File: config.mk
export PLATFORM = sky130hd
export DESIGN_NAME = run_length_detector
export DESIGN_NICKNAME = d
export VERILOG_FILES = /design/src/rtl/run_len_pkg.sv /design/src/rtl/sat_counter.sv /design/src/rtl/run_length_detector.sv
export SDC_FILE = /design/constraint.sdc
export NUM_CORES = 1
export LEC_CHECK = 0
export ABC_CLOCK_PERIOD_IN_PS = 1800
export BUFFER_PORTS_ARGS = -buffer_cell sky130_fd_sc_hd__buf_2
export CORE_MARGIN = 1
export CORE_UTILIZATION = 40
export DETAILED_ROUTE_END_ITERATION = 10
export PLACE_DENSITY = 0.63
export RECOVER_POWER = 25
export SLEW_MARGIN = 15
export SYNTH_ARGS = -nofsm -noshare
export SYNTH_HDL_FRONTEND = slang
export SYNTH_SLANG_ARGS = --single-unit
File: constraint.sdc
create_clock -name clk -period 1.8 [get_ports clk]
set_input_delay 0 -clock clk [delete_from_list [all_inputs] [get_ports clk]]
set_output_delay 0 -clock clk [all_outputs]
set_load 0.01 [all_outputs]
File: src/rtl/run_len_pkg.sv
// run_len_pkg
//   Shared definitions for the run-length detector.
//   - state_t and the IDLE/RUN/HIT/LONG encoding that appears on the state port
//   - params_legal(): returns 1 when the thresholds and counter width are
//     consistent. The top level calls it at elaboration time.
package run_len_pkg;

    typedef logic [1:0] state_t;

    localparam state_t ST_IDLE = 2'd0;  // no run in progress
    localparam state_t ST_RUN  = 2'd1;  // 0 < run_len < HIT_LEN
    localparam state_t ST_HIT  = 2'd2;  // HIT_LEN <= run_len < END_LEN
    localparam state_t ST_LONG = 2'd3;  // run_len >= END_LEN

    // The upper limit on cnt_w keeps the 1 << cnt_w term inside a 32-bit int.
    function automatic bit params_legal(
        input int cnt_w,
        input int hit_len,
        input int end_len
    );
        int sat_val;
        if (cnt_w < 1 || cnt_w > 30) begin
            return 1'b0;
        end
        sat_val = (1 << cnt_w) - 1;
        return (hit_len >= 1) && (hit_len < end_len) && (end_len <= sat_val);
    endfunction

endpackage

File: src/rtl/sat_counter.sv
// sat_counter
//   Up-counter that sticks at all-ones and has a synchronous clear.
//   clear takes priority over increment.
//   Ports:
//     clk  rising-edge clock
//     rst  synchronous active-high reset (q -> 0)
//     clr  synchronous clear (q -> 0); wins over inc
//     inc  increment request; ignored once q is all-ones
//     q    current count
module sat_counter #(
    parameter int W = 4
) (
    input  logic         clk,
    input  logic         rst,
    input  logic         clr,
    input  logic         inc,
    output logic [W-1:0] q
);

    logic [W-1:0] q_reg;

    always_ff @(posedge clk) begin
        if (rst || clr) begin
            q_reg <= '0;
        end else if (inc && (q_reg != {W{1'b1}})) begin
            q_reg <= q_reg + 1'b1;
        end
    end

    assign q = q_reg;

endmodule

File: src/rtl/run_length_detector.sv
// run_length_detector
//   Tracks the length of the current run of matching bits in a serial stream.
//   Optional sample qualifier. Selectable run polarity. Counts terminated long
//   runs, saturating.
//   Ports:
//     clk       rising-edge clock
//     rst       synchronous active-high reset; overrides en and clr_evt
//     en        sample qualifier; in/polarity are consumed only when en=1
//     in        serial data bit
//     polarity  0: runs of 1s count, 1: runs of 0s count
//     clr_evt   synchronous clear of evt_cnt (wins over a same-cycle event)
//     z1        level: current run length >= HIT_LEN
//     z2        one-cycle pulse: a run of length >= END_LEN just ended
//     run_len   current run length, saturating at 2^CNT_W-1
//     state     IDLE/RUN/HIT/LONG, decoded from run_len
//     evt_cnt   number of z2 pulses since reset/clear, saturating
//   All outputs come from registers.
module run_length_detector
    import run_len_pkg::*;
#(
    parameter int CNT_W   = 4,
    parameter int HIT_LEN = 3,
    parameter int END_LEN = 4,
    parameter int EVT_W   = 8
) (
    input  logic             clk,
    input  logic             rst,
    input  logic             en,
    input  logic             in,
    input  logic             polarity,
    input  logic             clr_evt,
    output logic             z1,
    output logic             z2,
    output logic [CNT_W-1:0] run_len,
    output logic [1:0]       state,
    output logic [EVT_W-1:0] evt_cnt
);

    generate
        if (!params_legal(CNT_W, HIT_LEN, END_LEN)) begin : g_param_check
            $error("run_length_detector: need 1 <= HIT_LEN < END_LEN <= 2^CNT_W-1");
        end
    endgenerate

    localparam logic [CNT_W-1:0] SAT_V = {CNT_W{1'b1}};
    localparam logic [CNT_W-1:0] HIT_V = CNT_W'(HIT_LEN);
    localparam logic [CNT_W-1:0] END_V = CNT_W'(END_LEN);

    logic             match;
    logic             acc_match;
    logic             acc_break;
    logic [CNT_W-1:0] run_len_next;
    logic             z2_next;
    logic             z1_next;
    state_t           state_next;

    state_t           state_reg;
    logic             z1_reg;
    logic             z2_reg;

    always_comb begin
        match     = in ^ polarity;
        acc_match = en & match;
        acc_break = en & ~match;

        // This is the value the run-length counter will hold after this edge.
        // state and z1 are decoded from it so that all three registers
        // change together.
        run_len_next = run_len;
        if (acc_break) begin
            run_len_next = '0;
        end else if (acc_match && (run_len != SAT_V)) begin
            run_len_next = run_len + 1'b1;
        end

        // Whether the run qualifies depends on its length before the reset.
        z2_next = acc_break && (run_len >= END_V);

        if (run_len_next == '0) begin
            state_next = ST_IDLE;
        end else if (run_len_next < HIT_V) begin
            state_next = ST_RUN;
        end else if (run_len_next < END_V) begin
            state_next = ST_HIT;
        end else begin
            state_next = ST_LONG;
        end

        z1_next = (run_len_next >= HIT_V);
    end

    sat_counter #(
        .W (CNT_W)
    ) u_run_cnt (
        .clk (clk),
        .rst (rst),
        .clr (acc_break),
        .inc (acc_match),
        .q   (run_len)
    );

    // Driving the increment from z2_next updates evt_cnt on the same edge as z2.
    sat_counter #(
        .W (EVT_W)
    ) u_evt_cnt (
        .clk (clk),
        .rst (rst),
        .clr (clr_evt),
        .inc (z2_next),
        .q   (evt_cnt)
    );

    always_ff @(posedge clk) begin
        if (rst) begin
            state_reg <= ST_IDLE;
            z1_reg    <= 1'b0;
            z2_reg    <= 1'b0;
        end else begin
            // z2_next is already 0 on a non-accepted edge. state and z1 hold
            // on such an edge because run_len_next equals run_len.
            state_reg <= state_next;
            z1_reg    <= z1_next;
            z2_reg    <= z2_next;
        end
    end

    assign state = state_reg;
    assign z1    = z1_reg;
    assign z2    = z2_reg;

endmodule

Yosys cells after proc, flatten, opt, wreduce, memory -nomap -nowiden
Cells that the tools add are included.
{"block": "totals", "ff_bits": 16, "in_bits": 6, "out_inout_bits": 16, "elab_cells": 30}
{"block": "op_classes", "add_sub_neg": 2, "n_lt_le_gt_ge": 4, "eq_ne": 2, "n_mux": 4, "n_bitwise": 4, "reduce_logical": 8}
{"operator": "$add 8x1->8 const B", "count": 1}
{"operator": "$mux 4", "count": 2}
{"operator": "$ne 8x8->1 const B", "count": 1}
{"operator": "$add 4x1->4 const B", "count": 1}
{"operator": "$ge 4x2->1 const B", "count": 1}
{"operator": "$ge 4x3->1 const B", "count": 1}
{"operator": "$logic_not 4->1", "count": 1}
{"operator": "$lt 4x2->1 const B", "count": 1}
{"operator": "$lt 4x3->1 const B", "count": 1}
{"operator": "$ne 4x4->1 const B", "count": 1}
{"operator": "$logic_and 1x1->1", "count": 3}
{"operator": "$reduce_or 3->1", "count": 1}
{"operator": "$and 1x1->1", "count": 2}
{"operator": "$logic_or 1x1->1", "count": 2}
{"operator": "$mux 1", "count": 2}
{"operator": "$reduce_or 2->1", "count": 1}
{"operator": "$not 1->1", "count": 1}
{"operator": "$xor 1x1->1", "count": 1}

Depth between registers and ports, before layout
Gate-level depths: netlist of the first run.
{"block": "depth", "word_depth": 8, "mapped_depth": 5, "mapped_depth_nobuf": 5}

By module
From an unflattened synthesis of the first run, not the netlist that was laid out.
{"block": "hier_totals", "cells_unflattened": 101, "area_unflattened_um2": 895.9}
{"mod": "sat_counter (u_evt_cnt)", "n_inst": 1, "cells_per_inst": 48, "area_each_um2": 421.7}
{"mod": "run_length_detector", "n_inst": 1, "cells_per_inst": 32, "area_each_um2": 264.0}
{"mod": "sat_counter (u_run_cnt)", "n_inst": 1, "cells_per_inst": 21, "area_each_um2": 210.2}

Worst setup path before layout of the first run
No wires, ideal clock.
{"block": "synth_path", "path_kind": "register -> register", "start": "register u_run_cnt.q_reg[0] (netlist: u_run_cnt.q[0])", "end": "register state_reg[0] (netlist: state[0])", "setup_ns": 0.074, "t_arrival_ns": 1.552, "t_required_ns": 1.726, "setup_slack_ns": 0.174, "stages_incl_launch_ff": 6, "path_buffers": 0, "synth_period_minus_slack_ns": 1.626, "cell_sequence": "dfxtp_1 -> ha_1 -> nand3_1 -> and4_1 -> or3_1 -> a31oi_1"}
{"block": "synth_between", "elab_chain_len": 7, "elab_cells_between_ends": 11, "cone_classes": "1 x add/sub; 2 x order compare; 1 x eq/ne; 4 x mux; 3 x reduce/logical"}
{"item": "start: declaration", "line_no": "sat_counter.sv:20", "rtl": "logic [W-1:0] q_reg;"}
{"item": "start signal: assignment", "line_no": "sat_counter.sv:26", "rtl": "q_reg <= q_reg + 1'b1;"}
{"item": "branches (longest 2 deep; another with $add 4x1->4)"}
{"item": "$mux 4 (*)"}
{"item": "$mux 4 (*)", "line_no": "run_length_detector.sv:70", "rtl": "if (acc_break) begin"}
{"item": "$lt 4x3->1", "line_no": "run_length_detector.sv:83", "rtl": "end else if (run_len_next < END_V) begin"}
{"item": "$mux 1", "line_no": "run_length_detector.sv:83"}
{"item": "$mux 1", "line_no": "run_length_detector.sv:81", "rtl": "end else if (run_len_next < HIT_V) begin"}
{"item": "end signal: assignment", "line_no": "run_length_detector.sv:121", "rtl": "state_reg <= state_next;"}
{"item": "end: declaration", "line_no": "run_length_detector.sv:57", "rtl": "state_t state_reg;"}
Every way passes the cells marked *.
A chain may end at the register's enable or synchronous reset.

Final worst setup path of the first run
Same ends and word-level chain as after synthesis.

==> results.py, run 1 <==
metrics = {
    "layout": {
        "final_nets": 127,
        "instances_no_fill": 145,
        "area_growth_pct": 21.5,
        "antenna_cells": 0,
        "largest_register_ff_count": 8,
        "layout-drive-gt1-share_pct": 25.4,
    },
    "timing": {
        "tightestPinTransition_ns": 0.453,
        "setup_violations": 0,
        "slew_viol_final": 0,
        "fmax_mhz": 610,
        "min_period_ns": 1.64,
        "rsz0062_at_grt": "false",
        "final_hold_viol_count": 0,
        "finalSetupTns_ns": 0,
        "clock-skew-final_ns": 0.00779,
        "slew_headroom_pct": 69.7,
        "fin_crit_sh_pct": 91.1,
    },
    "grt": {
        "grt_usage_pct": 18.1,
        "antenna_found_initial": 0,
        "grt_max_degree": 13,
        "grt_overflow": 0,
        "grt_first_pass_wirelength_um": 2840,
        "first_global_vias": 643,
    },
    "synthesis": {
        "yosys_warnings": 0,
        "postSynthNetCount": 102,
        "ys_seq_area_share_pct": 38.8,
        "syn_avg_cell_area_um2": 8.77,
        "synth-seq-cells": 16,
        "synth_area_um2": 825,
        "postSynthCellCount": 94,
        "ys_types": 38,
    },
    "clock_network": {
        "cts_num_sinks": 16,
        "cts_buffers": 3,
        "root_buffer": "clkbuf_4",
        "cts.clk_slew.worst_paths_ns": 0.10,
        "clk_latency_ns": 0.29,
        "cts_tree": "done",
        "cts_max_path_buffers": 2,
        "cts-htree-levels": 1,
    },
    "power": {
        "intPower_uw": 506,
        "vdd_drop_max_mv": 0.405,
        "comb_power_share_pct": 8.3,
        "power_density_nw_per_um2": 661,
        "seq_power_share_pct": 55.0,
        "p_switching_uw": 157,
        "p_leak_nw": 0.399,
        "p_clk_share_pct": 36.7,
        "swShare_pct": 23.7,
    },
    "routing": {
        "avgRoutedWirePerCell_um": 12.4,
        "routed_wl_um": 1800,
        "vias": 804,
        "drc_errors": 0,
        "viasPerCell": 5.54,
        "ant_nets": 0,
        "dr.first_iter.drc_count": 15,
        "dr.pass1.iters": 4,
    },
    "setup_path": {
        "worstSetupEndpointType": "register",
        "required_ns": 2.03,
        "path_max_fanout": 8,
        "path_class": "register to register",
        "crit_path_start_kind": "register",
        "worstPathArrival_ns": 1.87,
    },
    "floorplan": {
        "core_area_um2": 1940,
        "std_cell_rows": 16,
        "initial_utilization_pct": 42.5,
        "num_io_pins": 22,
        "die_y_um": 47.4,
        "dieArea_um2": 2250,
        "fp.dieW_um": 47.4,
    },
    "place": {
        "place_congestion": 0.742,
        "dp_hpwl_um": 1300,
        "io_buffers": 21,
        "dp.cells": 140,
    },
    "status": {
        "status": "finished clean",
    },
    "worst_hold_path": {
        "hold_path.class": "primary input to register",
    },
    "flow_run": {
        "maxCapViolCount": 0,
    },
}
==> through the flow <==
| stage | hold slack (ns) | setup slack, ns | util (%) | total power, mW | cell area (um^2) |
|---|---|---|---|---|---|
| after CTS | 0.00366 | 0.0301 | 51.7 | 0.671 | 1000 |
| after detailed placement | 0.244 | 0.0377 | 49.1 | 0.424 | 953 |
| final | 0.0120 | 0.160 | 51.6 | 0.663 | 1000 |
| after global placement | 0.249 | 0.171 | 49.1 | 0.423 | 953 |
| after global routing | 0.0281 | 0.0520 | 51.6 | 0.689 | 1000 |
| after floorplan | 0.0724 | 0.174 | - | 0.405 | 825 |
==> repair_timing <==
action	CTS	global route
hold endpoints to repair	3	0
endpoints found under the setup margin	1	3
hold buffers	1	0
gates resized for setup	1	3
buffers inserted	0	0
==> synth_stat cells, drive strengths merged <==
master / n / share of area (%)
o211a: 1 / 1.2
inv: 4 / 1.8
xnor2: 1 / 1.1
o211ai: 2 / 2.4
a21o: 1 / 0.91
or2: 1 / 0.76
nor2: 4 / 1.8
o22ai: 2 / 1.5
ha: 2 / 3.0
a41oi: 1 / 1.1
and3: 3 / 2.9
nand3: 5 / 3.0
o31ai: 3 / 2.7
a21oi: 7 / 4.2
nand4: 3 / 2.3
or4b: 1 / 1.2
o21bai: 1 / 0.91
nand2b: 1 / 0.76
o21a: 2 / 1.8
or3: 5 / 3.9
nor2b: 2 / 1.5
and4: 2 / 2.1
clkbuf: 1 / 0.45
a31oi: 2 / 1.5
a211oi: 3 / 2.7
xor2: 1 / 1.1
nor3b: 1 / 0.91
a21boi: 1 / 0.91
a31o: 1 / 1.1
or4: 2 / 1.8
o21ai: 6 / 3.6
buf: 3 / 2.6
dfxtp: 16 / 39
nand2: 3 / 1.4
==> worst paths after layout <==
path              depth (start not counted)        endpoint  slack, ns           start
setup / recovery                          5        state[0]       0.16  u_run_cnt.q[0]
hold / removal                            3  u_evt_cnt.q[1]       0.01         clr_evt
setup reg to reg                          5        state[0]       0.16  u_run_cnt.q[0]
hold reg to reg                           2  u_evt_cnt.q[4]       0.51  u_evt_cnt.q[4]
==> critical path: stages (launching register included) <==
cell,delay (ns)
dfxtp_2,0.41
ha_2,0.25
nand3_1,0.14
and4_1,0.26
or3_1,0.36
a31oi_1,0.16
==> logic make-up after synthesis <==
kind of cell	share of synthesized area, %
adder cells (fa/ha/maj)	3.03
XOR/XNOR	2.12
AO/OA/AOI/OAI	26.7
buffers and inverters	4.85
AND/OR/NAND/NOR	24.4
flip-flops	38.8
==> layout by cell type, fill, tap and decap left out, types with 3 or more instances in the layout <==
cell	instances
buf_2	15
dfxtp_1	14
a21oi_1	7
o21ai_0	6
clkbuf_1	6
nand3_1	5
inv_1	4
nor2_1	4
or3_1	4
nand4_1	3
nand2_1	3
o31ai_1	3
clkbuf_4	3
==> layer usage <==
layer | GRT usage (%) | vias to the layer above | wire length (um)
li1 | - | 412 | -
met1 | 25.7 | 377 | 906
met2 | 26.8 | 15 | 834
met3 | 3.46 | 0 | 63
met4 | 6.86 | 0 | 0
met5 | 0 | - | 0
==> area by class of cell <==
class / instances / area, um^2
Tap cell: 27 / 33.8
Clock buffer: 4 / 36.3
Inverter: 4 / 15.0
Sequential cell: 16 / 323
Timing Repair Buffer: 24 / 123
Multi-Input combinational cell: 70 / 472
Fill cell: 199 / 940
==> power groups by stage <==
stage               Sequential, mW  Clock (mW)  Combinational (mW)
floorplan                    0.374           0              0.0307
global placement             0.371           0              0.0521
detailed placement           0.372           0              0.0519
CTS                          0.364       0.251              0.0559
global route                 0.366       0.262              0.0620
finish                       0.365       0.243              0.0549
No activity file was read; power rests on OpenSTA's default activity.
==> inputs of run 2 (changes only) <==
BUFFER_PORTS_ARGS = -buffer_cell sky130_fd_sc_hd__clkbuf_2   (was -buffer_cell sky130_fd_sc_hd__buf_2)
CTS_BUF_LIST = sky130_fd_sc_hd__clkbuf_4   (was not set)
==> run 2 against run 1 <==
  * Wire length down 1.9%
  * Sequential share of layout area up 0.24 points
  * Clock-buffer cell count down 1
  * Clock power down 22%
  * Largest cell class unchanged
  * Critical endpoint unchanged
==> results.py, run 2 (same netlist as run 1, synthesis figures left out) <==
metrics = {
    "floorplan": {
        "num_io_pins": 22,
        "fp.dieW_um": 47.4,
        "initial_utilization_pct": 42.5,
        "dieArea_um2": 2250,
        "die_y_um": 47.4,
        "core_area_um2": 1940,
        "std_cell_rows": 16,
    },
    "routing": {
        "dr.pass1.iters": 4,
        "avgRoutedWirePerCell_um": 12.2,
        "drc_errors": 0,
        "routed_wl_um": 1770,
        "dr.first_iter.drc_count": 16,
        "ant_nets": 0,
        "vias": 794,
        "viasPerCell": 5.48,
    },
    "power": {
        "p_leak_nw": 0.385,
        "power_density_nw_per_um2": 615,
        "finalPower_uw": 610,
        "vdd_drop_max_mv": 0.373,
    },
    "layout": {
        "layout-drive-gt1-share_pct": 23.7,
        "final_util_pct": 51.0,
        "antenna_cells": 0,
        "area_growth_pct": 20.2,
        "fillers": 205,
        "regArea_um2": 322,
        "mostFrequentLayoutCells": "15 x clkbuf_2, 15 x dfxtp_1, 7 x a21oi_1",
        "multi_input_area_um2": 472,
        "instances_no_fill": 145,
        "final_nets": 127,
        "largest_register_ff_count": 8,
    },
    "grt": {
        "grt_max_degree": 13,
        "first_global_vias": 659,
        "grt_usage_pct": 18.0,
        "grt_overflow": 0,
        "grt_first_pass_wirelength_um": 2840,
        "antenna_found_initial": 0,
    },
    "timing": {
        "final_hold_viol_count": 0,
        "fin_crit_sh_pct": 94.0,
        "setup_violations": 0,
        "slew_headroom_pct": 69.9,
        "slew_viol_final": 0,
        "finalSetupTns_ns": 0,
        "clock-skew-final_ns": 0.00214,
        "min_period_ns": 1.69,
        "tightestPinTransition_ns": 0.450,
        "fmax_mhz": 591,
    },
    "setup_path": {
        "cpPeakStageDelay_ns": 0.43,
        "reg2reg_slack_ns": 0.11,
        "path_max_fanout": 7,
        "worstPathArrival_ns": 1.90,
        "crit_chain": "ha_2, nand3_1, and4_1, or3_1, a31oi_1",
        "crit_path_start_kind": "register",
        "cp_slowest_cell": "dfxtp_1",
        "worstSetupEndpointType": "register",
        "r2r_cells": 5,
        "path_class": "register to register",
        "required_ns": 2.01,
    },
    "place": {
        "io_buffers": 21,
        "dp_hpwl_um": 1330,
        "dp.cells": 140,
        "place_congestion": 0.745,
    },
    "clock_network": {
        "cts_max_path_buffers": 2,
        "cts_buffers": 3,
        "cts_num_sinks": 16,
        "clk_latency_ns": 0.28,
        "root_buffer": "clkbuf_4",
        "cts_tree": "done",
        "cts.clk_slew.worst_paths_ns": 0.09,
        "cts-htree-levels": 1,
    },
    "flow_run": {
        "maxCapViolCount": 0,
    },
    "status": {
        "status": "finished clean",
    },
    "worst_hold_path": {
        "holdPathStages": 3,
        "hold_path.class": "primary input to register",
    },
}
==> run 2: changes by cell type in the layout (fill, tap and decap cells not counted), sizes merged <==
cell / previous run / this run
buf: 17 / 2
clkinv: 0 / 1
clkbuf: 10 / 24
==> run 2: worst max-delay path, delay by kind of cell, from the launching register on <==
kind	cells	cell delay [ns]
compound gates	1	0.16
fa+ha+maj	1	0.28
flops	1	0.43
simple gates	3	0.75
==> run 2: area by class of cell <==
type / count / area share (%)
clock buffer: 3 / 2.27
clock inverter: 1 / 0.379
inverter: 4 / 1.52
multi-input combinational: 70 / 47.6
sequential: 16 / 32.4
tap: 27 / 3.41
timing repair buffer: 24 / 12.4
==> run 2: layer usage <==
metal	share of wire (%)	wire, um	up-vias	global-route usage, %
met5	0	0	-	0
met4	0	0	0	7.43
met3	3.8	68	0	3.46
met2	45	800	19	27.4
met1	51	902	367	24.7
li1	-	-	408	-
==> run 2: what timing repair did <==
| action | 4_1_cts | 5_1_grt |
|---|---|---|
| setup buffers | 0 | 0 |
| hold buffers | 1 | 0 |
| endpoints found under the setup margin | 0 | 3 |
| endpoints found under the hold margin | 3 | 0 |
| resized for setup | 0 | 3 |
==> run 2: power by group <==
group	switching, mW	internal, mW
Sequential	0.00505	0.359
Clock	0.110	0.0803
Combinational	0.0320	0.0229
==> run 2: final timing paths <==
| path | from | end |
|---|---|---|
| max | u_run_cnt.q[1] | state[0] |
| min | clr_evt | u_evt_cnt.q[1] |
| max reg2reg | u_run_cnt.q[1] | state[0] |
| min reg2reg | u_evt_cnt.q[4] | u_evt_cnt.q[4] |
==> run 2: through the flow <==
step,hold slack [ns],worst slack [ns],area [um^2]
floorplan,0.0724,0.174,825
global route,0.0200,-0.000243,991
global placement,0.258,0.167,953
detailed placement,0.254,0.0359,953
finish,0.00522,0.108,991
CTS,0.00613,0.0117,990
